===== src/rtl/branch_outcome_tracker_if.sv =====
// Signal bundle between fetch/EX and the branch outcome tracker.
// The master drives the push and resolve requests. The slave is the tracker.
interface branch_outcome_tracker_if #(
  parameter int LOWER = 5,
  parameter int DEPTH = 4,
  parameter int CNT_W = 16
);
  logic                   push_valid;
  logic [LOWER-1:0]       push_addr;
  logic                   push_pred;
  logic                   push_ready;
  logic                   resolve_valid;
  logic                   resolve_taken;
  logic                   resolve_ready;
  logic                   bht_en;
  logic [LOWER-1:0]       bht_write_addr;
  logic                   bht_was_taken;
  logic                   mispredict;
  logic [$clog2(DEPTH):0] occupancy;
  logic [CNT_W-1:0]       resolved_cnt;
  logic [CNT_W-1:0]       mispred_cnt;

  modport master (
    output push_valid, push_addr, push_pred, resolve_valid, resolve_taken,
    input  push_ready, resolve_ready, bht_en, bht_write_addr, bht_was_taken,
           mispredict, occupancy, resolved_cnt, mispred_cnt
  );

  modport slave (
    input  push_valid, push_addr, push_pred, resolve_valid, resolve_taken,
    output push_ready, resolve_ready, bht_en, bht_write_addr, bht_was_taken,
           mispredict, occupancy, resolved_cnt, mispred_cnt
  );
endinterface


===== src/rtl/branch_outcome_tracker.sv =====
// BHT update side: queues fetch-time predictions in program order, retires them on EX resolve,
// drives the BHT write port and flushes wrong-path entries on a misprediction.
module branch_outcome_tracker #(
  parameter int LOWER = 5,
  parameter int DEPTH = 4,
  parameter int CNT_W = 16
) (
  input logic                     clk,
  input logic                     arst_n,
  branch_outcome_tracker_if.slave bus
);
  localparam int AW    = $clog2(DEPTH);
  localparam int PTR_W = AW + 1;
  localparam logic [CNT_W-1:0] CNT_MAX = '1;

  logic [LOWER-1:0] entry_addr [DEPTH];
  logic             entry_pred [DEPTH];

  logic [PTR_W-1:0] rd_ptr_reg, wr_ptr_reg;
  logic [PTR_W-1:0] rd_ptr_next, wr_ptr_next;
  logic [PTR_W-1:0] occupancy;
  logic             full, empty, push_fire, pop_fire, miss;
  logic [LOWER-1:0] popped_addr;
  logic             popped_pred;

  logic             bht_en_reg, bht_was_taken_reg, mispredict_reg;
  logic [LOWER-1:0] bht_write_addr_reg;
  logic [CNT_W-1:0] resolved_cnt_reg, mispred_cnt_reg;

  // Pointers carry a wrap bit, so their difference is the entry count.
  assign occupancy = wr_ptr_reg - rd_ptr_reg;
  assign full      = (occupancy == PTR_W'(DEPTH));
  assign empty     = (occupancy == '0);
  assign push_fire = bus.push_valid && !full;
  assign pop_fire  = bus.resolve_valid && !empty;

  assign popped_addr = entry_addr[rd_ptr_reg[AW-1:0]];
  assign popped_pred = entry_pred[rd_ptr_reg[AW-1:0]];
  assign miss        = pop_fire && (popped_pred != bus.resolve_taken);

  always_comb begin
    rd_ptr_next = rd_ptr_reg;
    wr_ptr_next = wr_ptr_reg;
    if (pop_fire)
      rd_ptr_next = rd_ptr_reg + PTR_W'(1);
    // Mispredict: the same-cycle push and all younger entries are wrong-path.
    if (miss)
      wr_ptr_next = rd_ptr_reg + PTR_W'(1);
    else if (push_fire)
      wr_ptr_next = wr_ptr_reg + PTR_W'(1);
  end

  generate
    for (genvar gi = 0; gi < DEPTH; gi++) begin : g_entry
      always_ff @(posedge clk) begin
        if (push_fire && (wr_ptr_reg[AW-1:0] == AW'(gi))) begin
          entry_addr[gi] <= bus.push_addr;
          entry_pred[gi] <= bus.push_pred;
        end
      end
    end
  endgenerate

  always_ff @(posedge clk or negedge arst_n) begin
    if (!arst_n) begin
      rd_ptr_reg         <= '0;
      wr_ptr_reg         <= '0;
      bht_en_reg         <= 1'b0;
      bht_write_addr_reg <= '0;
      bht_was_taken_reg  <= 1'b0;
      mispredict_reg     <= 1'b0;
      resolved_cnt_reg   <= '0;
      mispred_cnt_reg    <= '0;
    end else begin
      rd_ptr_reg     <= rd_ptr_next;
      wr_ptr_reg     <= wr_ptr_next;
      bht_en_reg     <= pop_fire;
      mispredict_reg <= miss;
      if (pop_fire) begin
        bht_write_addr_reg <= popped_addr;
        bht_was_taken_reg  <= bus.resolve_taken;
        if (resolved_cnt_reg != CNT_MAX)
          resolved_cnt_reg <= resolved_cnt_reg + CNT_W'(1);
        if (miss && (mispred_cnt_reg != CNT_MAX))
          mispred_cnt_reg <= mispred_cnt_reg + CNT_W'(1);
      end
    end
  end

  assign bus.push_ready     = !full;
  assign bus.resolve_ready  = !empty;
  assign bus.occupancy      = occupancy;
  assign bus.bht_en         = bht_en_reg;
  assign bus.bht_write_addr = bht_write_addr_reg;
  assign bus.bht_was_taken  = bht_was_taken_reg;
  assign bus.mispredict     = mispredict_reg;
  assign bus.resolved_cnt   = resolved_cnt_reg;
  assign bus.mispred_cnt    = mispred_cnt_reg;
endmodule


===== src/flat_wrapper.sv =====
// flat-port wrapper written by rule: the top's interface ports become plain ports
module branch_outcome_tracker_flat 
#(
  parameter int LOWER = 5,
  parameter int DEPTH = 4,
  parameter int CNT_W = 16
)
  (clk, arst_n, bus_push_valid, bus_push_addr, bus_push_pred, bus_resolve_valid, bus_resolve_taken, bus_push_ready, bus_resolve_ready, bus_bht_en, bus_bht_write_addr, bus_bht_was_taken, bus_mispredict, bus_occupancy, bus_resolved_cnt, bus_mispred_cnt);
  branch_outcome_tracker_if #(.LOWER(LOWER), .DEPTH(DEPTH), .CNT_W(CNT_W)) bus_i ();
  input logic clk;
  input logic arst_n;
  input wire logic [$bits(bus_i.push_valid)-1:0] bus_push_valid;
  input wire logic [$bits(bus_i.push_addr)-1:0] bus_push_addr;
  input wire logic [$bits(bus_i.push_pred)-1:0] bus_push_pred;
  input wire logic [$bits(bus_i.resolve_valid)-1:0] bus_resolve_valid;
  input wire logic [$bits(bus_i.resolve_taken)-1:0] bus_resolve_taken;
  output wire logic [$bits(bus_i.push_ready)-1:0] bus_push_ready;
  output wire logic [$bits(bus_i.resolve_ready)-1:0] bus_resolve_ready;
  output wire logic [$bits(bus_i.bht_en)-1:0] bus_bht_en;
  output wire logic [$bits(bus_i.bht_write_addr)-1:0] bus_bht_write_addr;
  output wire logic [$bits(bus_i.bht_was_taken)-1:0] bus_bht_was_taken;
  output wire logic [$bits(bus_i.mispredict)-1:0] bus_mispredict;
  output wire logic [$bits(bus_i.occupancy)-1:0] bus_occupancy;
  output wire logic [$bits(bus_i.resolved_cnt)-1:0] bus_resolved_cnt;
  output wire logic [$bits(bus_i.mispred_cnt)-1:0] bus_mispred_cnt;
  assign bus_i.push_valid = bus_push_valid;
  assign bus_i.push_addr = bus_push_addr;
  assign bus_i.push_pred = bus_push_pred;
  assign bus_i.resolve_valid = bus_resolve_valid;
  assign bus_i.resolve_taken = bus_resolve_taken;
  assign bus_push_ready = bus_i.push_ready;
  assign bus_resolve_ready = bus_i.resolve_ready;
  assign bus_bht_en = bus_i.bht_en;
  assign bus_bht_write_addr = bus_i.bht_write_addr;
  assign bus_bht_was_taken = bus_i.bht_was_taken;
  assign bus_mispredict = bus_i.mispredict;
  assign bus_occupancy = bus_i.occupancy;
  assign bus_resolved_cnt = bus_i.resolved_cnt;
  assign bus_mispred_cnt = bus_i.mispred_cnt;
  branch_outcome_tracker #(.LOWER(LOWER), .DEPTH(DEPTH), .CNT_W(CNT_W)) u_core (.clk(clk), .arst_n(arst_n), .bus(bus_i));
endmodule

===== config.mk =====
export PLATFORM = sky130hd
export DESIGN_NAME = branch_outcome_tracker_flat
export DESIGN_NICKNAME = d
export VERILOG_FILES = /design/src/rtl/branch_outcome_tracker_if.sv /design/src/rtl/branch_outcome_tracker.sv /design/src/flat_wrapper.sv
export SDC_FILE = /design/constraint.sdc
export NUM_CORES = 1
export LEC_CHECK = 0
export ABC_CLOCK_PERIOD_IN_PS = 3900
export BUFFER_PORTS_ARGS = -buffer_cell sky130_fd_sc_hd__buf_2
export CORE_MARGIN = 1.5
export CORE_UTILIZATION = 55
export CTS_CLUSTER_SIZE = 10
export DETAILED_ROUTE_END_ITERATION = 12
export PLACE_DENSITY = 0.9
export SLEW_MARGIN = 20
export SYNTH_ARGS = -nofsm -noshare
export SYNTH_HDL_FRONTEND = slang
export SYNTH_SLANG_ARGS = --single-unit

===== constraint.sdc =====
create_clock -name clk -period 3.9 [get_ports clk]
set_clock_uncertainty 0.1 [all_clocks]
set_input_delay 0 -clock clk [delete_from_list [all_inputs] [get_ports clk]]
set_output_delay 0 -clock clk [all_outputs]
set_load 0.03 [all_outputs]

Yosys cells after proc, flatten, opt, wreduce, memory -nomap -nowiden:

Memories as Yosys holds them, arrays and structs flattened. A register that Yosys moved wholly into a read port is not among the register bits.
Index checks and enable logic that the tools add are counted.

* equal/unequal tests: 7
* reduce and logical (&&, ||, !) cells: 22
* add/subtract/negate cells: 5
* multiplexer cells: 28

Operators with widths (count)
* 16-bit by 1-bit adder with 16-bit output, second input constant: 2
* 16-bit inequality test, second input constant: 2
* 1-bit two-way mux: 17
* 5-bit two-way mux: 3
* 5-bit OR reduction: 3
* 2-bit two-way mux: 6
* 1-bit logical AND: 8
* 3-bit by 1-bit adder with 3-bit output, second input constant: 2
* 3-bit two-way mux: 2
* 2-bit == test, second input constant: 2
* 2-bit AND reduction: 2
* 3-bit == test, second input constant: 1
* 1-bit zero test: 3
* 3-bit zero test: 1
* 1-bit OR reduction: 3
* 3-bit subtractor: 1
* 2-bit by 1-bit == test with 1-bit output, second input constant: 1
* 2-bit zero test: 1
* 2-bit nonzero test: 1
* 1-bit inequality test: 1

* register bits after elaboration: 41
* memories: 2
* output and inout port bits: 45
* memory bits (writable): 24
* input port bits: 11
* logic and storage cells: 71

Memories
* u_core.entry_addr: depth 4, width 5, read ports 1, clocked after Yosys merged registers in 1, wr ports 1, line branch_outcome_tracker.sv:16 `logic [LOWER-1:0] entry_addr [DEPTH];`
* u_core.entry_pred: depth 4, width 1, read ports 1, clocked after Yosys merged registers in 0, wr ports 1, line branch_outcome_tracker.sv:17 `logic entry_pred [DEPTH];`

Depth between registers and ports, before layout:

Gate-level depths: netlist of the first run.

* depth in word-level cells: 11
* mapped depth: 9
* mapped depth without buffers: 8

Worst setup path before layout of the first run:

Ideal clock, no wire load.

* path kind: register to register
* from: register u_core.wr_ptr_reg[0]
* to: register u_core.wr_ptr_reg[2]
* library setup time: 135 ps
* data required time: 3665 ps
* path buffers: 0
* period minus slack after synthesis: 2592 ps
* cell stages (with the launch flop): 9
* setup slack: 1308 ps
* data arrival time: 2356 ps
* path through: dfrtp_1 > inv_1 > ha_1 > fa_1 > xor3_4 > nand3_1 > and3_1 > xnor2_1 > o21ai_0

* elaborated cells between the ends (all ways): 12
* classes of those cells: 2 x add/sub; 1 x eq/ne; 2 x mux; 7 x reduce/logical

RTL lines
* start: declaration: line branch_outcome_tracker.sv:19 `logic [PTR_W-1:0] rd_ptr_reg, wr_ptr_reg;`
* start signal: assignment: line branch_outcome_tracker.sv:76 `wr_ptr_reg <= wr_ptr_next;`
* 3-bit subtractor: line branch_outcome_tracker.sv:31 `assign occupancy = wr_ptr_reg - rd_ptr_reg;`
* net bus_occupancy[2]: line flat_wrapper.sv:23 `output wire logic [$bits(bus_i.occupancy)-1:0] bus_occupancy;`
* 3-bit == test: line branch_outcome_tracker.sv:32 `assign full = (occupancy == PTR_W'(DEPTH));`
* 1-bit zero test
* net bus_push_ready: line flat_wrapper.sv:17 `output wire logic [$bits(bus_i.push_ready)-1:0] bus_push_ready;`
* 1-bit logical AND: line branch_outcome_tracker.sv:34 `assign push_fire = bus.push_valid && !full;`
* 2-bit nonzero test (no source line)

The timed path passes the listed nets, and every way through them passes these cells. The select of a mux whose other input is x is not followed.
A chain may end at the register's enable or synchronous reset.

Final worst setup path of the first run:

* from: register u_core.rd_ptr_reg[0]
* to: register u_core.bht_was_taken_reg (netlist: u_core.bus.bht_was_taken)

* longest elaborated chain between the ends: 4

Ends and longest elaborated chain
* start: declaration: line branch_outcome_tracker.sv:19
* start signal: assignment: line branch_outcome_tracker.sv:75 `rd_ptr_reg <= rd_ptr_next;`
* 3-bit subtractor: line branch_outcome_tracker.sv:31
* 3-bit zero test: line branch_outcome_tracker.sv:33 `assign empty = (occupancy == '0);`
* 1-bit zero test: line branch_outcome_tracker.sv:35 `assign pop_fire = bus.resolve_valid && !empty;`
* 1-bit logical AND: line branch_outcome_tracker.sv:35
* net u_core.pop_fire: line branch_outcome_tracker.sv:22 `logic full, empty, push_fire, pop_fire, miss;`
* end signal: assignment: line branch_outcome_tracker.sv:81 `bht_was_taken_reg <= bus.resolve_taken;`
* end: declaration: line branch_outcome_tracker.sv:26 `logic bht_en_reg, bht_was_taken_reg, mispredict_reg;`

The timed path passes the listed nets, and every way through them passes these cells.

==> results of run 1 <==
==> through the flow <==
step	utilization	setup WS (ns)
finish	0.690	0.652
floorplan	-	1.31
CTS	0.690	0.707
global placement	0.631	1.06
global route	0.690	0.585
detailed placement	0.631	0.988
==> worst reg2reg max path, stage by stage (launching register included) <==
cell	delay [ns]
sky130_fd_sc_hd__dfrtp_1	0.56
sky130_fd_sc_hd__ha_1	0.29
sky130_fd_sc_hd__fa_1	0.41
sky130_fd_sc_hd__xor3_4	0.37
sky130_fd_sc_hd__o21ai_4	0.47
sky130_fd_sc_hd__inv_2	0.19
sky130_fd_sc_hd__nand2_1	0.11
sky130_fd_sc_hd__nand2_1	0.06
sky130_fd_sc_hd__dlygate4sd3_1	0.56
==> synth_stat cells (2+ instances only) <==
master / count / area (µm²)
sky130_fd_sc_hd__dfrtp_1: 46 / 1150
sky130_fd_sc_hd__nand2_1: 36 / 135
sky130_fd_sc_hd__edfxtp_1: 24 / 721
sky130_fd_sc_hd__xnor2_1: 23 / 201
sky130_fd_sc_hd__nand3_1: 11 / 55.1
sky130_fd_sc_hd__ha_1: 8 / 100
sky130_fd_sc_hd__nand4_1: 8 / 50.1
sky130_fd_sc_hd__xor2_1: 8 / 70.1
sky130_fd_sc_hd__and3_1: 7 / 43.8
sky130_fd_sc_hd__inv_1: 7 / 26.3
sky130_fd_sc_hd__mux2_2: 5 / 56.3
sky130_fd_sc_hd__mux4_1: 5 / 131
sky130_fd_sc_hd__nor2_1: 5 / 18.8
sky130_fd_sc_hd__and4_1: 4 / 35.0
sky130_fd_sc_hd__and3_2: 3 / 22.5
sky130_fd_sc_hd__buf_6: 3 / 33.8
sky130_fd_sc_hd__mux2i_1: 3 / 30.0
sky130_fd_sc_hd__nand4_2: 3 / 37.5
sky130_fd_sc_hd__and4_2: 2 / 20.0
sky130_fd_sc_hd__o21ai_0: 2 / 10.0
sky130_fd_sc_hd__or2_2: 2 / 12.5
==> layout make-up <==
class,count,share of cell area
clock buffers,9,0.0324
clock inverters,7,0.0275
inverters,8,0.00785
multi-input cells,150,0.321
flip-flops and latches,70,0.489
well taps,72,0.0236
repair buffers,65,0.0988
==> cells by family after synthesis <==
logic type,count (synthesis)
multiplexers,14
AND/OR/NAND/NOR,87
AO/OA/AOI/OAI,7
flip-flops,70
buffers and inverters,13
XOR/XNOR,33
adder cells (fa/ha/maj),9
==> worst paths after layout <==
check / start / endpoint / slack (ns) / depth (start not counted)
worst max-delay path: u_core.rd_ptr_reg[0]$_DFFE_PN0P_ / u_core.bus.bht_was_taken$_DFFE_PN0P_ / 0.65 / 8
worst min-delay path: bus_push_valid / u_core.wr_ptr_reg[0]$_DFFE_PN0P_ / 0.04 / 4
worst max register to register: u_core.rd_ptr_reg[0]$_DFFE_PN0P_ / u_core.bus.bht_was_taken$_DFFE_PN0P_ / 0.65 / 8
worst min register to register: u_core.bus.resolved_cnt[4]$_DFFE_PN0P_ / u_core.bus.resolved_cnt[4]$_DFFE_PN0P_ / 0.39 / 1
max in group asynchronous: arst_n / u_core.bus.mispred_cnt[5]$_DFFE_PN0P_ / 3.21 / 2
min in group asynchronous: arst_n / u_core.bus.resolved_cnt[14]$_DFFE_PN0P_ / 0.10 / 2
==> power breakdown <==
part           total [W]  internal, W  switching, W
clock network   0.000654     0.000369      0.000285
logic            0.00132     0.000477      0.000846
registers        0.00115     0.000970      0.000177
==> metal layers <==
metal | vias to the layer above | part of all wire | GRT usage | wire length [µm]
li1 | 981 | - | - | -
met1 | 1069 | 0.44 | 0.282 | 2660
met2 | 60 | 0.49 | 0.330 | 2940
met3 | 11 | 0.046 | 0.0437 | 277
met4 | 0 | 0.018 | 0.0982 | 110
met5 | - | 0 | 0 | 0
==> impl_results.html, run 1 <==
<table>
<tr><th>Metric</th><th>Value</th></tr>
<tr><th colspan="2">Outcome</th></tr>
<tr><td>Status</td><td>completed</td></tr>
<tr><th colspan="2">Global route</th></tr>
<tr><td>GRT Total Usage</td><td>0.210</td></tr>
<tr><td>Antenna violations before repair</td><td>0</td></tr>
<tr><td>Gr ovfl total</td><td>0</td></tr>
<tr><td>Pin count of the biggest net entering global routing</td><td>47</td></tr>
<tr><td>Number of global-route vias before repair</td><td>2117</td></tr>
<tr><td>Global-route wire length before repair</td><td>10.0 mm</td></tr>
<tr><th colspan="2">Critical path</th></tr>
<tr><td>Setup crit end kind</td><td>register</td></tr>
<tr><td>Setup crit start kind</td><td>register</td></tr>
<tr><td>Critical setup path kind</td><td>register to register</td></tr>
<tr><td>Critical Path AT</td><td>3.37 ns</td></tr>
<tr><td>Top Family by Delay on Critical Path</td><td>buffers and inverters</td></tr>
<tr><td>Total buffers and inverters traversed by the critical path</td><td>2</td></tr>
<tr><td>Critical Path, Cell by Cell</td><td>ha_1, fa_1, xor3_4, o21ai_4, inv_2, nand2_1, nand2_1, dlygate4sd3_1</td></tr>
<tr><td>Cell mode on critical path</td><td>sky130_fd_sc_hd__nand2_1</td></tr>
<tr><td>Largest stage delay on the critical path</td><td>0.56 ns</td></tr>
<tr><td>Worst Path Max Fanout</td><td>16</td></tr>
<tr><td>Data required, critical path</td><td>4.02 ns</td></tr>
<tr><td>Cell with the biggest individual delay on the critical path</td><td>sky130_fd_sc_hd__dfrtp_1</td></tr>
<tr><th colspan="2">Synth</th></tr>
<tr><td>Instance count of the mapped netlist</td><td>233</td></tr>
<tr><td>Complex-gate fraction of the synthesized area</td><td>0.0232</td></tr>
<tr><td>Count of flip-flops with a built-in enable after synthesis</td><td>24</td></tr>
<tr><td>Synthesized-area fraction occupied by adder cells</td><td>0.0378</td></tr>
<tr><td>Mapped Area</td><td>3180 µm²</td></tr>
<tr><td>Net Count, Synth</td><td>253</td></tr>
<tr><td>Library cells used by synthesis</td><td>39</td></tr>
<tr><td>Sequential share of the synthesized area</td><td>0.589</td></tr>
<tr><td>Mean instance size in the synthesized netlist</td><td>13.6 µm²</td></tr>
<tr><td>Simple-gate area share of the yosys netlist</td><td>0.150</td></tr>
<tr><td>Synthesized-area fraction occupied by xor and xnor cells</td><td>0.0992</td></tr>
<tr><td>Post-synth top flop</td><td>sky130_fd_sc_hd__dfrtp_1</td></tr>
<tr><td>Synthesis-stage register bit count</td><td>70</td></tr>
<tr><td>Async SR Flop Fraction</td><td>0.657</td></tr>
<tr><td>Mux cell area share after synthesis</td><td>0.0756</td></tr>
<tr><td>Combinational family with the most area after synthesis</td><td>simple AND/OR/NAND/NOR gates</td></tr>
<tr><td>YS warnings</td><td>0</td></tr>
<tr><th colspan="2">Timing</th></tr>
<tr><td>Worst Tran Pin Value</td><td>0.690 ns</td></tr>
<tr><td>Relative slew slack</td><td>0.540</td></tr>
<tr><td>Number of pins with negative max-slew slack in the final report</td><td>0</td></tr>
<tr><td>Clock period minus final worst setup slack</td><td>3.25 ns</td></tr>
<tr><td>F_max</td><td>308 MHz</td></tr>
<tr><td>Final period util</td><td>0.833</td></tr>
<tr><td>Total of endpoints with negative setup slack in the final report</td><td>0</td></tr>
<tr><td>Hold violation total from the final report</td><td>0</td></tr>
<tr><td>Setup TNS after final layout</td><td>0 ns</td></tr>
<tr><td>Unrepaired setup endpoints after global routing</td><td>false</td></tr>
<tr><td>Final Hold Slack</td><td>0.0387 ns</td></tr>
<tr><th colspan="2">Route</th></tr>
<tr><td>Residual DRC count</td><td>0</td></tr>
<tr><td>First DRT Iteration DRCs</td><td>141</td></tr>
<tr><td>Total Routed Length</td><td>5.98 mm</td></tr>
<tr><td>Final routed wire length divided by cell count</td><td>15.7 µm</td></tr>
<tr><td>First-pass DRT Iterations</td><td>4</td></tr>
<tr><td>Detail Route Antenna Nets</td><td>0</td></tr>
<tr><td>Via count of the routed design</td><td>2121</td></tr>
<tr><td>Mean number of vias per cell</td><td>5.57</td></tr>
<tr><th colspan="2">Cells and area</th></tr>
<tr><td># fillers</td><td>397</td></tr>
<tr><td>Flip-flop count of the largest register, all copies and words added</td><td>20</td></tr>
<tr><td>Final-stage net count</td><td>324</td></tr>
<tr><td>Top library cells by usage in the layout, fill and taps aside</td><td>sky130_fd_sc_hd__buf_2 (54), sky130_fd_sc_hd__dfrtp_1 (46), sky130_fd_sc_hd__nand2_1 (36)</td></tr>
<tr><td>Number of standard cells in the layout, taps in and fillers out</td><td>381</td></tr>
<tr><td>Total area of multi-input combinational cells</td><td>1230 µm²</td></tr>
<tr><td>Layout area overhead</td><td>20.4%</td></tr>
<tr><td>Diodes inserted</td><td>0</td></tr>
<tr><td>Register area</td><td>1870 µm²</td></tr>
<tr><td>Most common library cell in the layout ignoring fill and taps</td><td>sky130_fd_sc_hd__buf_2</td></tr>
<tr><td>Non-Filler Cell Area, Final</td><td>3820 µm²</td></tr>
<tr><td>Ratio of cells with drive above 1 in the final layout</td><td>0.307</td></tr>
<tr><th colspan="2">Clocking</th></tr>
<tr><td>Number of buffers inserted by hold repair at cts</td><td>10</td></tr>
<tr><td>Clock transition at the registers of the reported paths</td><td>0.08 ns</td></tr>
<tr><td>Number of setup buffers added after CTS</td><td>0</td></tr>
<tr><td>Number of clock buffers inserted by TritonCTS</td><td>9</td></tr>
<tr><td>Root buffer cell</td><td>sky130_fd_sc_hd__clkbuf_8</td></tr>
<tr><td>Worst-Skew Late Latency</td><td>0.34 ns</td></tr>
<tr><td>Total clock sinks</td><td>70</td></tr>
<tr><td>Longest Clk Path Bufs</td><td>2</td></tr>
<tr><td># H-tree levels</td><td>3</td></tr>
<tr><td>Number of gates resized after CTS</td><td>0</td></tr>
<tr><td>Clock tree from TritonCTS</td><td>done</td></tr>
<tr><th colspan="2">Floorplan</th></tr>
<tr><td>Placeable core region</td><td>5540 µm²</td></tr>
<tr><td>Area of the die</td><td>6240 µm²</td></tr>
<tr><td># IOs</td><td>56</td></tr>
<tr><td>Horizontal extent of the die</td><td>79.0 µm</td></tr>
<tr><td>Vertical extent of the die</td><td>79.0 µm</td></tr>
<tr><td>Starting Density</td><td>0.574</td></tr>
<tr><td>Floorplan row count</td><td>27</td></tr>
<tr><th colspan="2">Placement</th></tr>
<tr><td>Total instance count after detailed placement</td><td>355</td></tr>
<tr><td>DP HPWL</td><td>4.11 mm</td></tr>
<tr><td>GP Congestion</td><td>0.857</td></tr>
<tr><td>Placed cell areas</td><td>3490 µm²</td></tr>
<tr><td>Number of port buffers</td><td>55</td></tr>
<tr><th colspan="2">Min path</th></tr>
<tr><td>Path type of the worst min-delay path</td><td>input pin to register</td></tr>
<tr><th colspan="2">Pwr</th></tr>
<tr><td>Leak Pwr</td><td>1.78 nW</td></tr>
<tr><td>Ratio of total power to cell area</td><td>817 nW/µm²</td></tr>
<tr><td>Maximum vdd drop</td><td>0.000811 V</td></tr>
<tr><td>Total power after layout</td><td>0.00312 W</td></tr>
<tr><th colspan="2">Run</th></tr>
<tr><td>Number of maximum-capacitance violations</td><td>0</td></tr>
</table>
Power figures use the tool's default switching activity.
==> run 2: changes to the inputs <==
ABC_AREA = 1   (was default)
ABC_CLOCK_PERIOD_IN_PS = 3200   (was 3900)
PLACE_DENSITY = 0.89   (was 0.9)
clock period = 3.2 ns   (was 3.9 ns; I/O delays follow)
==> run 2 against run 1 <==
Net effect: first-iteration DRC count rose by 30%; critical path depth rose by 3; non-clock buffer count rose by 2; combinational power rose by 27%; sequential cell count did not move; cell count rose by 48%; largest power group unchanged; total power rose by 20%; global-route usage rose by 3.3 points; area after synthesis rose by 15%.
==> impl_results.html, run 2 <==
<table>
<tr><th>Metric</th><th>Value</th></tr>
<tr><th colspan="2">Route</th></tr>
<tr><td>Detail Route Antenna Nets</td><td>0 (unchanged)</td></tr>
<tr><td>Total Routed Length</td><td>8.04 mm (was 5.98 mm)</td></tr>
<tr><td>First DRT Iteration DRCs</td><td>183 (was 141)</td></tr>
<tr><td>First-pass DRT Iterations</td><td>5 (was 4)</td></tr>
<tr><td>Mean number of vias per cell</td><td>5.38 (was 5.57)</td></tr>
<tr><td>Via count of the routed design</td><td>3039 (was 2121)</td></tr>
<tr><td>Residual DRC count</td><td>0 (unchanged)</td></tr>
<tr><td>Final routed wire length divided by cell count</td><td>14.2 µm (was 15.7 µm)</td></tr>
<tr><th colspan="2">Clocking</th></tr>
<tr><td>Longest Clk Path Bufs</td><td>2 (unchanged)</td></tr>
<tr><td>Clock transition at the registers of the reported paths</td><td>0.08 ns (about the same)</td></tr>
<tr><td>Total clock sinks</td><td>70 (unchanged)</td></tr>
<tr><td>Worst-Skew Late Latency</td><td>0.35 ns (was 0.34 ns)</td></tr>
<tr><td>Number of setup buffers added after CTS</td><td>0 (unchanged)</td></tr>
<tr><td>Number of gates resized after CTS</td><td>0 (unchanged)</td></tr>
<tr><td># H-tree levels</td><td>3 (unchanged)</td></tr>
<tr><td>Root buffer cell</td><td>sky130_fd_sc_hd__clkbuf_8 (unchanged)</td></tr>
<tr><td>Clock tree from TritonCTS</td><td>done (unchanged)</td></tr>
<tr><td>Number of clock buffers inserted by TritonCTS</td><td>9 (unchanged)</td></tr>
<tr><th colspan="2">Pwr</th></tr>
<tr><td>Relative contribution of combinational cells to total power</td><td>0.445 (was 0.423)</td></tr>
<tr><td>Clock power share</td><td>0.193 (was 0.209)</td></tr>
<tr><td>Leak Pwr</td><td>2.05 nW (was 1.78 nW)</td></tr>
<tr><td>Internal power contribution</td><td>0.00202 W (was 0.00182 W)</td></tr>
<tr><td>Total power after layout</td><td>0.00376 W (was 0.00312 W)</td></tr>
<tr><td>Net switching fraction of the power</td><td>0.464 (was 0.419)</td></tr>
<tr><td>Maximum vdd drop</td><td>0.00113 V (was 0.000811 V)</td></tr>
<tr><td>Net Sw Power</td><td>0.00174 W (was 0.00131 W)</td></tr>
<tr><td>Ratio of total power to cell area</td><td>884 nW/µm² (was 817 nW/µm²)</td></tr>
<tr><td>Part of the power in registers</td><td>0.362 (was 0.367)</td></tr>
<tr><th colspan="2">Timing</th></tr>
<tr><td>Final period util</td><td>0.871 (was 0.833)</td></tr>
<tr><td>Setup TNS after final layout</td><td>0 ns (unchanged)</td></tr>
<tr><td>Worst Tran Pin Value</td><td>0.599 ns (was 0.690 ns)</td></tr>
<tr><td>Post-route worst setup slack</td><td>0.412 ns (was 0.652 ns)</td></tr>
<tr><td>Final Hold Slack</td><td>0.0977 ns (was 0.0387 ns)</td></tr>
<tr><td>Clock period minus final worst setup slack</td><td>2.79 ns (was 3.25 ns)</td></tr>
<tr><td>Hold violation total from the final report</td><td>0 (unchanged)</td></tr>
<tr><td>Relative slew slack</td><td>0.601 (was 0.540)</td></tr>
<tr><td>Unrepaired setup endpoints after global routing</td><td>false (unchanged)</td></tr>
<tr><td>Number of pins with negative max-slew slack in the final report</td><td>0 (unchanged)</td></tr>
<tr><td>F_max</td><td>359 MHz (was 308 MHz)</td></tr>
<tr><td>Total of endpoints with negative setup slack in the final report</td><td>0 (unchanged)</td></tr>
<tr><th colspan="2">Synth</th></tr>
<tr><td>Complex-gate fraction of the synthesized area</td><td>0.0364 (was 0.0232)</td></tr>
<tr><td>Top-area cell type share of the netlist area</td><td>0.316 (was 0.362)</td></tr>
<tr><td>Library cells used by synthesis</td><td>28 (was 39)</td></tr>
<tr><td>Net Count, Synth</td><td>436 (was 253)</td></tr>
<tr><td>Mux cell area share after synthesis</td><td>0 (was 0.0756)</td></tr>
<tr><td>Top cells by count, synth</td><td>sky130_fd_sc_hd__nand2_1 (131), sky130_fd_sc_hd__nor2_1 (50), sky130_fd_sc_hd__dfrtp_1 (46) (was sky130_fd_sc_hd__dfrtp_1 (46), sky130_fd_sc_hd__nand2_1 (36), sky130_fd_sc_hd__edfxtp_1 (24))</td></tr>
<tr><td>Mapped Area</td><td>3650 µm² (was 3180 µm²)</td></tr>
<tr><td>Sequential share of the synthesized area</td><td>0.513 (was 0.589)</td></tr>
<tr><td>Simple-gate area share of the yosys netlist</td><td>0.289 (was 0.150)</td></tr>
<tr><td>Synthesis-stage register bit count</td><td>70 (unchanged)</td></tr>
<tr><td>Dominant cells by area after synthesis</td><td>sky130_fd_sc_hd__dfrtp_1 (32%), sky130_fd_sc_hd__edfxtp_1 (20%), sky130_fd_sc_hd__nand2_1 (13%) (was sky130_fd_sc_hd__dfrtp_1 (36%), sky130_fd_sc_hd__edfxtp_1 (23%), sky130_fd_sc_hd__xnor2_1 (6.3%))</td></tr>
<tr><td>YS warnings</td><td>0 (unchanged)</td></tr>
<tr><td>Mean instance size in the synthesized netlist</td><td>8.77 µm² (was 13.6 µm²)</td></tr>
<tr><td>Count of flip-flops with a built-in enable after synthesis</td><td>24 (unchanged)</td></tr>
<tr><td>Post-synth top flop</td><td>sky130_fd_sc_hd__dfrtp_1 (unchanged)</td></tr>
<tr><td>Instance count of the mapped netlist</td><td>416 (was 233)</td></tr>
<tr><td>Most common cell in the netlist</td><td>sky130_fd_sc_hd__nand2_1 (was sky130_fd_sc_hd__dfrtp_1)</td></tr>
<tr><td>Library cell occupying the most area in the post-synthesis netlist</td><td>sky130_fd_sc_hd__dfrtp_1 (unchanged)</td></tr>
<tr><td>Synthesized-area fraction occupied by adder cells</td><td>0.0329 (was 0.0378)</td></tr>
<tr><td>Combinational family with the most area after synthesis</td><td>simple AND/OR/NAND/NOR gates (unchanged)</td></tr>
<tr><td>Synthesized-area fraction occupied by xor and xnor cells</td><td>0.0696 (was 0.0992)</td></tr>
<tr><td>Async SR Flop Fraction</td><td>0.657 (unchanged)</td></tr>
<tr><th colspan="2">Critical path</th></tr>
<tr><td>Data required, critical path</td><td>3.39 ns (was 4.02 ns)</td></tr>
<tr><td>Critical Path AT</td><td>2.97 ns (was 3.37 ns)</td></tr>
<tr><td>Cell mode on critical path</td><td>sky130_fd_sc_hd__nand2_1 (unchanged)</td></tr>
<tr><td>Worst Path Max Fanout</td><td>21 (was 16)</td></tr>
<tr><td>Cell with the biggest individual delay on the critical path</td><td>sky130_fd_sc_hd__dfrtp_1 (unchanged)</td></tr>
<tr><td>Critical Path, Cell by Cell</td><td>ha_1, fa_1, nand2_1, inv_1, nand3_4, nand2_4, inv_2, nand2_2, inv_2, nand2_1, nand2_1 (was ha_1, fa_1, xor3_4, o21ai_4, inv_2, nand2_1, nand2_1, dlygate4sd3_1)</td></tr>
<tr><td>Largest stage delay on the critical path</td><td>0.65 ns (was 0.56 ns)</td></tr>
<tr><td>Critical setup path kind</td><td>register to register (unchanged)</td></tr>
<tr><td>Setup crit start kind</td><td>register (unchanged)</td></tr>
<tr><td>Setup crit end kind</td><td>register (unchanged)</td></tr>
<tr><th colspan="2">Global route</th></tr>
<tr><td>Antenna violations before repair</td><td>0 (unchanged)</td></tr>
<tr><td>Number of global-route vias before repair</td><td>3001 (was 2117)</td></tr>
<tr><td>GRT Total Usage</td><td>0.243 (was 0.210)</td></tr>
<tr><td>Pin count of the biggest net entering global routing</td><td>47 (unchanged)</td></tr>
<tr><td>Global-route wire length before repair</td><td>13.7 mm (was 10.0 mm)</td></tr>
<tr><td>Gr ovfl total</td><td>0 (unchanged)</td></tr>
<tr><th colspan="2">Floorplan</th></tr>
<tr><td>Starting Density</td><td>0.571 (was 0.574)</td></tr>
<tr><td>Horizontal extent of the die</td><td>84.4 µm (was 79.0 µm)</td></tr>
<tr><td>Placeable core region</td><td>6390 µm² (was 5540 µm²)</td></tr>
<tr><td># IOs</td><td>56 (unchanged)</td></tr>
<tr><td>Area of the die</td><td>7130 µm² (was 6240 µm²)</td></tr>
<tr><td>Floorplan row count</td><td>29 (was 27)</td></tr>
<tr><td>Vertical extent of the die</td><td>84.4 µm (was 79.0 µm)</td></tr>
<tr><th colspan="2">Placement</th></tr>
<tr><td>Total instance count after detailed placement</td><td>538 (was 355)</td></tr>
<tr><td>GP Congestion</td><td>0.903 (was 0.857)</td></tr>
<tr><td>Number of port buffers</td><td>55 (unchanged)</td></tr>
<tr><td>Worst Setup Slack post-DPL</td><td>0.464 ns (was 0.988 ns)</td></tr>
<tr><td>DP HPWL</td><td>5.39 mm (was 4.11 mm)</td></tr>
<tr><th colspan="2">Run</th></tr>
<tr><td>Number of maximum-capacitance violations</td><td>0 (unchanged)</td></tr>
<tr><th colspan="2">Cells and area</th></tr>
<tr><td>Number of standard cells in the layout, taps in and fillers out</td><td>565 (was 381)</td></tr>
<tr><td>Top library cells by usage in the layout, fill and taps aside</td><td>sky130_fd_sc_hd__nand2_1 (131), sky130_fd_sc_hd__buf_2 (54), sky130_fd_sc_hd__nor2_1 (50) (was sky130_fd_sc_hd__buf_2 (54), sky130_fd_sc_hd__dfrtp_1 (46), sky130_fd_sc_hd__nand2_1 (36))</td></tr>
<tr><td>Final-stage net count</td><td>503 (was 324)</td></tr>
<tr><td>Ratio of cells with drive above 1 in the final layout</td><td>0.191 (was 0.307)</td></tr>
<tr><td>Diodes inserted</td><td>0 (unchanged)</td></tr>
<tr><td># fillers</td><td>504 (was 397)</td></tr>
<tr><td>Most common library cell in the layout ignoring fill and taps</td><td>sky130_fd_sc_hd__nand2_1 (was sky130_fd_sc_hd__buf_2)</td></tr>
<tr><td>Layout area overhead</td><td>16.6% (was 20.4%)</td></tr>
<tr><td>Total area of multi-input combinational cells</td><td>1560 µm² (was 1230 µm²)</td></tr>
<tr><td>Flip-flop count of the largest register, all copies and words added</td><td>20 (unchanged)</td></tr>
<tr><td>Register area</td><td>1870 µm² (unchanged)</td></tr>
<tr><th colspan="2">Min path</th></tr>
<tr><td>Path type of the worst min-delay path</td><td>input pin to asynchronous set/reset pin (was input pin to register)</td></tr>
<tr><th colspan="2">Outcome</th></tr>
<tr><td>Status</td><td>completed (unchanged)</td></tr>
</table>
[run 2: per-stage QoR]
stage,instance area [µm²],utilization
3_5_place_dp,3940,0.617
3_3_place_gp,3940,0.617
4_1_cts,4250,0.665
2_1_floorplan,3650,-
5_1_grt,4250,0.666
6_report,4250,0.666
[run 2: cell type report]
cell class / count / area share
Clock buffer: 10 / 0.0300
Clock inverter: 6 / 0.0165
Inverter: 35 / 0.0309
Multi-Input combinational cell: 300 / 0.367
Sequential cell: 70 / 0.440
Tap cell: 77 / 0.0227
Timing Repair Buffer: 67 / 0.0930
[run 2: power by group through the flow]
| stage | registers, W | logic (W) | clock network [W] |
|---|---|---|---|
| 6_report | 0.00136 | 0.00167 | 0.000727 |
| 5_1_grt | 0.00139 | 0.00186 | 0.000781 |
| 4_1_cts | 0.00136 | 0.00166 | 0.000736 |
| 3_5_place_dp | 0.00137 | 0.00163 | 0 |
| 3_3_place_gp | 0.00136 | 0.00156 | 0 |
| 2_1_floorplan | 0.00152 | 0.00111 | 0 |
[run 2: metal layers]
metal	global-route usage	share of wire	vias up
met5	0	0	-
met4	0.0792	0.012	0
met3	0.0688	0.059	9
met2	0.396	0.49	110
met1	0.318	0.44	1451
li1	-	-	1469
[run 2: what timing repair did]
item | in CTS | in global routing
endpoints found under the setup margin | 0 | 0
hold buffers | 11 | 0
endpoints found under the hold margin | 76 | 0
[run 2: final timing paths]
path / from / to / slack [ns] / depth (start not counted)
setup / recovery: u_core.rd_ptr_reg[0]$_DFFE_PN0P_ / u_core.bus.resolved_cnt[6]$_DFFE_PN0P_ / 0.41 / 11
min in group clk: bus_push_addr[4] / u_core.entry_addr[0][4]$_DFFE_PP_ / 0.30 / 2
hold reg to reg: u_core.bus.mispred_cnt[1]$_DFFE_PN0P_ / u_core.bus.mispred_cnt[1]$_DFFE_PN0P_ / 0.43 / 2
max in group asynchronous: arst_n / u_core.bus.mispred_cnt[5]$_DFFE_PN0P_ / 2.50 / 2
setup reg to reg: u_core.rd_ptr_reg[0]$_DFFE_PN0P_ / u_core.bus.resolved_cnt[6]$_DFFE_PN0P_ / 0.41 / 11
hold / removal: arst_n / u_core.bus.resolved_cnt[13]$_DFFE_PN0P_ / 0.1 / 2
[run 2: critical path: cells and delay by family, from the launching register on]
family	cells	cell delay [ns]
adder cells (fa/ha/maj)	2	0.70
buffers and inverters	3	0.54
flip-flops	1	0.65
AND/OR/NAND/NOR	6	0.73
[run 2: cell families (layout without fill, tap and decap cells)]
logic type | Yosys count | in the layout
flip-flops | 70 | 70
adder cells (fa/ha/maj) | 9 | 9
AND/OR/NAND/NOR | 239 | 239
AO/OA/AOI/OAI | 23 | 23
buffers and inverters | 46 | 118
XOR/XNOR | 29 | 29
==> run 3: changes to the inputs <==
MAX_ROUTING_LAYER = met4   (was default)
==> run 3 against run 2 <==
Net effect: sequential cell count unchanged; non-clock buffer count unchanged; first-iteration DRC count increased by 15%; die area unchanged; global-route usage increased by 0.75 points; cell count unchanged; routed wire length increased by 0.14%; register-to-register slack about the same; largest cell class unchanged.
==> impl_results.html, run 3 (same netlist as run 2, synthesis figures left out) <==
<table>
<tr><th>Metric</th><th>Value</th></tr>
<tr><th colspan="2">Route</th></tr>
<tr><td>Final routed wire length divided by cell count</td><td>14.3 µm (was 14.2 µm)</td></tr>
<tr><td>First DRT Iteration DRCs</td><td>211 (was 183)</td></tr>
<tr><td>Mean number of vias per cell</td><td>5.38 (about the same)</td></tr>
<tr><td>Residual DRC count</td><td>0 (unchanged)</td></tr>
<tr><td>Detail Route Antenna Nets</td><td>0 (unchanged)</td></tr>
<tr><td>Total Routed Length</td><td>8.05 mm (was 8.04 mm)</td></tr>
<tr><td>Via count of the routed design</td><td>3041 (was 3039)</td></tr>
<tr><td>First-pass DRT Iterations</td><td>4 (was 5)</td></tr>
<tr><th colspan="2">Clocking</th></tr>
<tr><td>Number of setup buffers added after CTS</td><td>0 (unchanged)</td></tr>
<tr><td>Number of clock buffers inserted by TritonCTS</td><td>9 (unchanged)</td></tr>
<tr><td>Longest Clk Path Bufs</td><td>2 (unchanged)</td></tr>
<tr><td>Clock transition at the registers of the reported paths</td><td>0.08 ns (about the same)</td></tr>
<tr><td>Worst-Skew Late Latency</td><td>0.35 ns (about the same)</td></tr>
<tr><td>Clock tree from TritonCTS</td><td>done (unchanged)</td></tr>
<tr><td>Total clock sinks</td><td>70 (unchanged)</td></tr>
<tr><td>Number of gates resized after CTS</td><td>0 (unchanged)</td></tr>
<tr><td>Root buffer cell</td><td>sky130_fd_sc_hd__clkbuf_8 (unchanged)</td></tr>
<tr><td># H-tree levels</td><td>3 (unchanged)</td></tr>
<tr><th colspan="2">Outcome</th></tr>
<tr><td>Status</td><td>completed (unchanged)</td></tr>
<tr><th colspan="2">Cells and area</th></tr>
<tr><td>Ratio of cells with drive above 1 in the final layout</td><td>0.191 (unchanged)</td></tr>
<tr><td>Flip-flop count of the largest register, all copies and words added</td><td>20 (unchanged)</td></tr>
<tr><td>Total area of multi-input combinational cells</td><td>1560 µm² (unchanged)</td></tr>
<tr><td>Non-Filler Cell Area, Final</td><td>4250 µm² (unchanged)</td></tr>
<tr><td>Final-stage net count</td><td>503 (unchanged)</td></tr>
<tr><td>Number of standard cells in the layout, taps in and fillers out</td><td>565 (unchanged)</td></tr>
<tr><td>Layout area overhead</td><td>16.6% (unchanged)</td></tr>
<tr><td>Top library cells by usage in the layout, fill and taps aside</td><td>sky130_fd_sc_hd__nand2_1 (131), sky130_fd_sc_hd__buf_2 (54), sky130_fd_sc_hd__nor2_1 (50) (unchanged)</td></tr>
<tr><td>Register area</td><td>1870 µm² (unchanged)</td></tr>
<tr><td>Diodes inserted</td><td>0 (unchanged)</td></tr>
<tr><td># fillers</td><td>504 (unchanged)</td></tr>
<tr><td>Most common library cell in the layout ignoring fill and taps</td><td>sky130_fd_sc_hd__nand2_1 (unchanged)</td></tr>
<tr><th colspan="2">Pwr</th></tr>
<tr><td>Ratio of total power to cell area</td><td>886 nW/µm² (was 884 nW/µm²)</td></tr>
<tr><td>Total power after layout</td><td>0.00377 W (was 0.00376 W)</td></tr>
<tr><td>Leak Pwr</td><td>2.05 nW (unchanged)</td></tr>
<tr><td>Maximum vdd drop</td><td>0.00113 V (about the same)</td></tr>
<tr><th colspan="2">Timing</th></tr>
<tr><td>Post-route worst setup slack</td><td>0.399 ns (was 0.412 ns)</td></tr>
<tr><td>F_max</td><td>357 MHz (was 359 MHz)</td></tr>
<tr><td>Total of endpoints with negative setup slack in the final report</td><td>0 (unchanged)</td></tr>
<tr><td>Relative slew slack</td><td>0.591 (was 0.601)</td></tr>
<tr><td>Setup TNS after final layout</td><td>0 ns (unchanged)</td></tr>
<tr><td>Clock period minus final worst setup slack</td><td>2.80 ns (was 2.79 ns)</td></tr>
<tr><td>Final period util</td><td>0.875 (was 0.871)</td></tr>
<tr><td>Number of pins with negative max-slew slack in the final report</td><td>0 (unchanged)</td></tr>
<tr><td>Unrepaired setup endpoints after global routing</td><td>false (unchanged)</td></tr>
<tr><td>Hold violation total from the final report</td><td>0 (unchanged)</td></tr>
<tr><td>Worst Tran Pin Value</td><td>0.614 ns (was 0.599 ns)</td></tr>
<tr><th colspan="2">Critical path</th></tr>
<tr><td>Largest stage delay on the critical path</td><td>0.64 ns (was 0.65 ns)</td></tr>
<tr><td>Critical Path AT</td><td>2.99 ns (was 2.97 ns)</td></tr>
<tr><td>Top Family by Delay on Critical Path</td><td>simple AND/OR/NAND/NOR gates (unchanged)</td></tr>
<tr><td>Worst Path Max Fanout</td><td>21 (unchanged)</td></tr>
<tr><td>Setup crit end kind</td><td>register (unchanged)</td></tr>
<tr><td>Critical setup path kind</td><td>register to register (unchanged)</td></tr>
<tr><td>Setup crit start kind</td><td>register (unchanged)</td></tr>
<tr><td>Cell with the biggest individual delay on the critical path</td><td>sky130_fd_sc_hd__dfrtp_1 (unchanged)</td></tr>
<tr><td>Cell mode on critical path</td><td>sky130_fd_sc_hd__nand2_1 (unchanged)</td></tr>
<tr><td>Critical Path, Cell by Cell</td><td>ha_1, fa_1, nand2_1, inv_1, nand3_4, nand2_4, inv_2, nand2_2, inv_2, nand2_1, nand2_1 (unchanged)</td></tr>
<tr><td>Total buffers and inverters traversed by the critical path</td><td>3 (unchanged)</td></tr>
<tr><td>Data required, critical path</td><td>3.39 ns (about the same)</td></tr>
<tr><th colspan="2">Floorplan</th></tr>
<tr><td>Starting Density</td><td>0.571 (unchanged)</td></tr>
<tr><td># IOs</td><td>56 (unchanged)</td></tr>
<tr><td>Placeable core region</td><td>6390 µm² (unchanged)</td></tr>
<tr><td>Floorplan row count</td><td>29 (unchanged)</td></tr>
<tr><td>Horizontal extent of the die</td><td>84.4 µm (unchanged)</td></tr>
<tr><td>Area of the die</td><td>7130 µm² (unchanged)</td></tr>
<tr><td>Vertical extent of the die</td><td>84.4 µm (unchanged)</td></tr>
<tr><th colspan="2">Placement</th></tr>
<tr><td>DP HPWL</td><td>5.39 mm (unchanged)</td></tr>
<tr><td>Worst Setup Slack post-DPL</td><td>0.464 ns (unchanged)</td></tr>
<tr><td>Total instance count after detailed placement</td><td>538 (unchanged)</td></tr>
<tr><td>Number of port buffers</td><td>55 (unchanged)</td></tr>
<tr><td>GP Congestion</td><td>0.918 (was 0.903)</td></tr>
<tr><td>Placed cell areas</td><td>3940 µm² (unchanged)</td></tr>
<tr><th colspan="2">Min path</th></tr>
<tr><td>Path type of the worst min-delay path</td><td>input pin to asynchronous set/reset pin (unchanged)</td></tr>
<tr><th colspan="2">Global route</th></tr>
<tr><td>Gr ovfl total</td><td>0 (unchanged)</td></tr>
<tr><td>GRT Total Usage</td><td>0.251 (was 0.243)</td></tr>
<tr><td>Global-route wire length before repair</td><td>13.7 mm (about the same)</td></tr>
<tr><td>Antenna violations before repair</td><td>0 (unchanged)</td></tr>
<tr><td>Pin count of the biggest net entering global routing</td><td>47 (unchanged)</td></tr>
<tr><td>Number of global-route vias before repair</td><td>3001 (unchanged)</td></tr>
<tr><th colspan="2">Run</th></tr>
<tr><td>Number of maximum-capacitance violations</td><td>0 (unchanged)</td></tr>
</table>
run 3: final timing paths:
path	from	end	slack, ns	cells after the start
max	u_core.rd_ptr_reg[0]$_DFFE_PN0P_	u_core.bus.resolved_cnt[6]$_DFFE_PN0P_	0.40	11
min	arst_n	u_core.bus.resolved_cnt[15]$_DFFE_PN0P_	0.09	2
max reg2reg	u_core.rd_ptr_reg[0]$_DFFE_PN0P_	u_core.bus.resolved_cnt[6]$_DFFE_PN0P_	0.40	11
min reg2reg	u_core.bus.mispred_cnt[1]$_DFFE_PN0P_	u_core.bus.mispred_cnt[1]$_DFFE_PN0P_	0.43	2
max in group asynchronous	arst_n	u_core.rd_ptr_reg[1]$_DFFE_PN0P_	2.48	2
min in group clk	bus_push_addr[4]	u_core.entry_addr[0][4]$_DFFE_PP_	0.30	2
run 3: stage by stage:
stage,hold WS (ns),util
finish,0.0921,0.666
detailed placement,0.132,0.617
global placement,0.122,0.617
CTS,0.298,0.665
global route,0.133,0.666
floorplan,-0.396,-
run 3: final cells by class:
type,instances,share of cell area
inverter,35,0.0309
sequential,70,0.440
clock inverter,6,0.0165
tap,77,0.0227
clock buffer,10,0.0300
multi-input combinational,300,0.367
timing repair buffer,67,0.0930
run 3: timing repair:
action / in CTS / in global routing
hold buffers: 11 / 0
endpoints found under the hold margin: 76 / 0
setup endpoints to repair: 0 / 0
run 3: routing by layer:
layer  GRT usage  share of wire
met1       0.320           0.43
met2       0.396           0.49
met3      0.0659          0.064
met4      0.0792          0.011
met5           -              0
run 3: where the power goes:
| group | switching (W) | internal [W] |
|---|---|---|
| Combinational | 0.00119 | 0.000491 |
| Clock | 0.000360 | 0.000367 |
| Sequential | 0.000203 | 0.00116 |
run 3: worst reg2reg max path, stage by stage, from the launching register on:
cell and delay [ns]:
sky130_fd_sc_hd__dfrtp_1 0.64, sky130_fd_sc_hd__ha_1 0.25, sky130_fd_sc_hd__fa_1 0.45, sky130_fd_sc_hd__nand2_1 0.10, sky130_fd_sc_hd__inv_1 0.07, sky130_fd_sc_hd__nand3_4 0.11, sky130_fd_sc_hd__nand2_4 0.09, sky130_fd_sc_hd__inv_2 0.20
sky130_fd_sc_hd__nand2_2 0.27, sky130_fd_sc_hd__inv_2 0.28, sky130_fd_sc_hd__nand2_1 0.09, sky130_fd_sc_hd__nand2_1 0.08
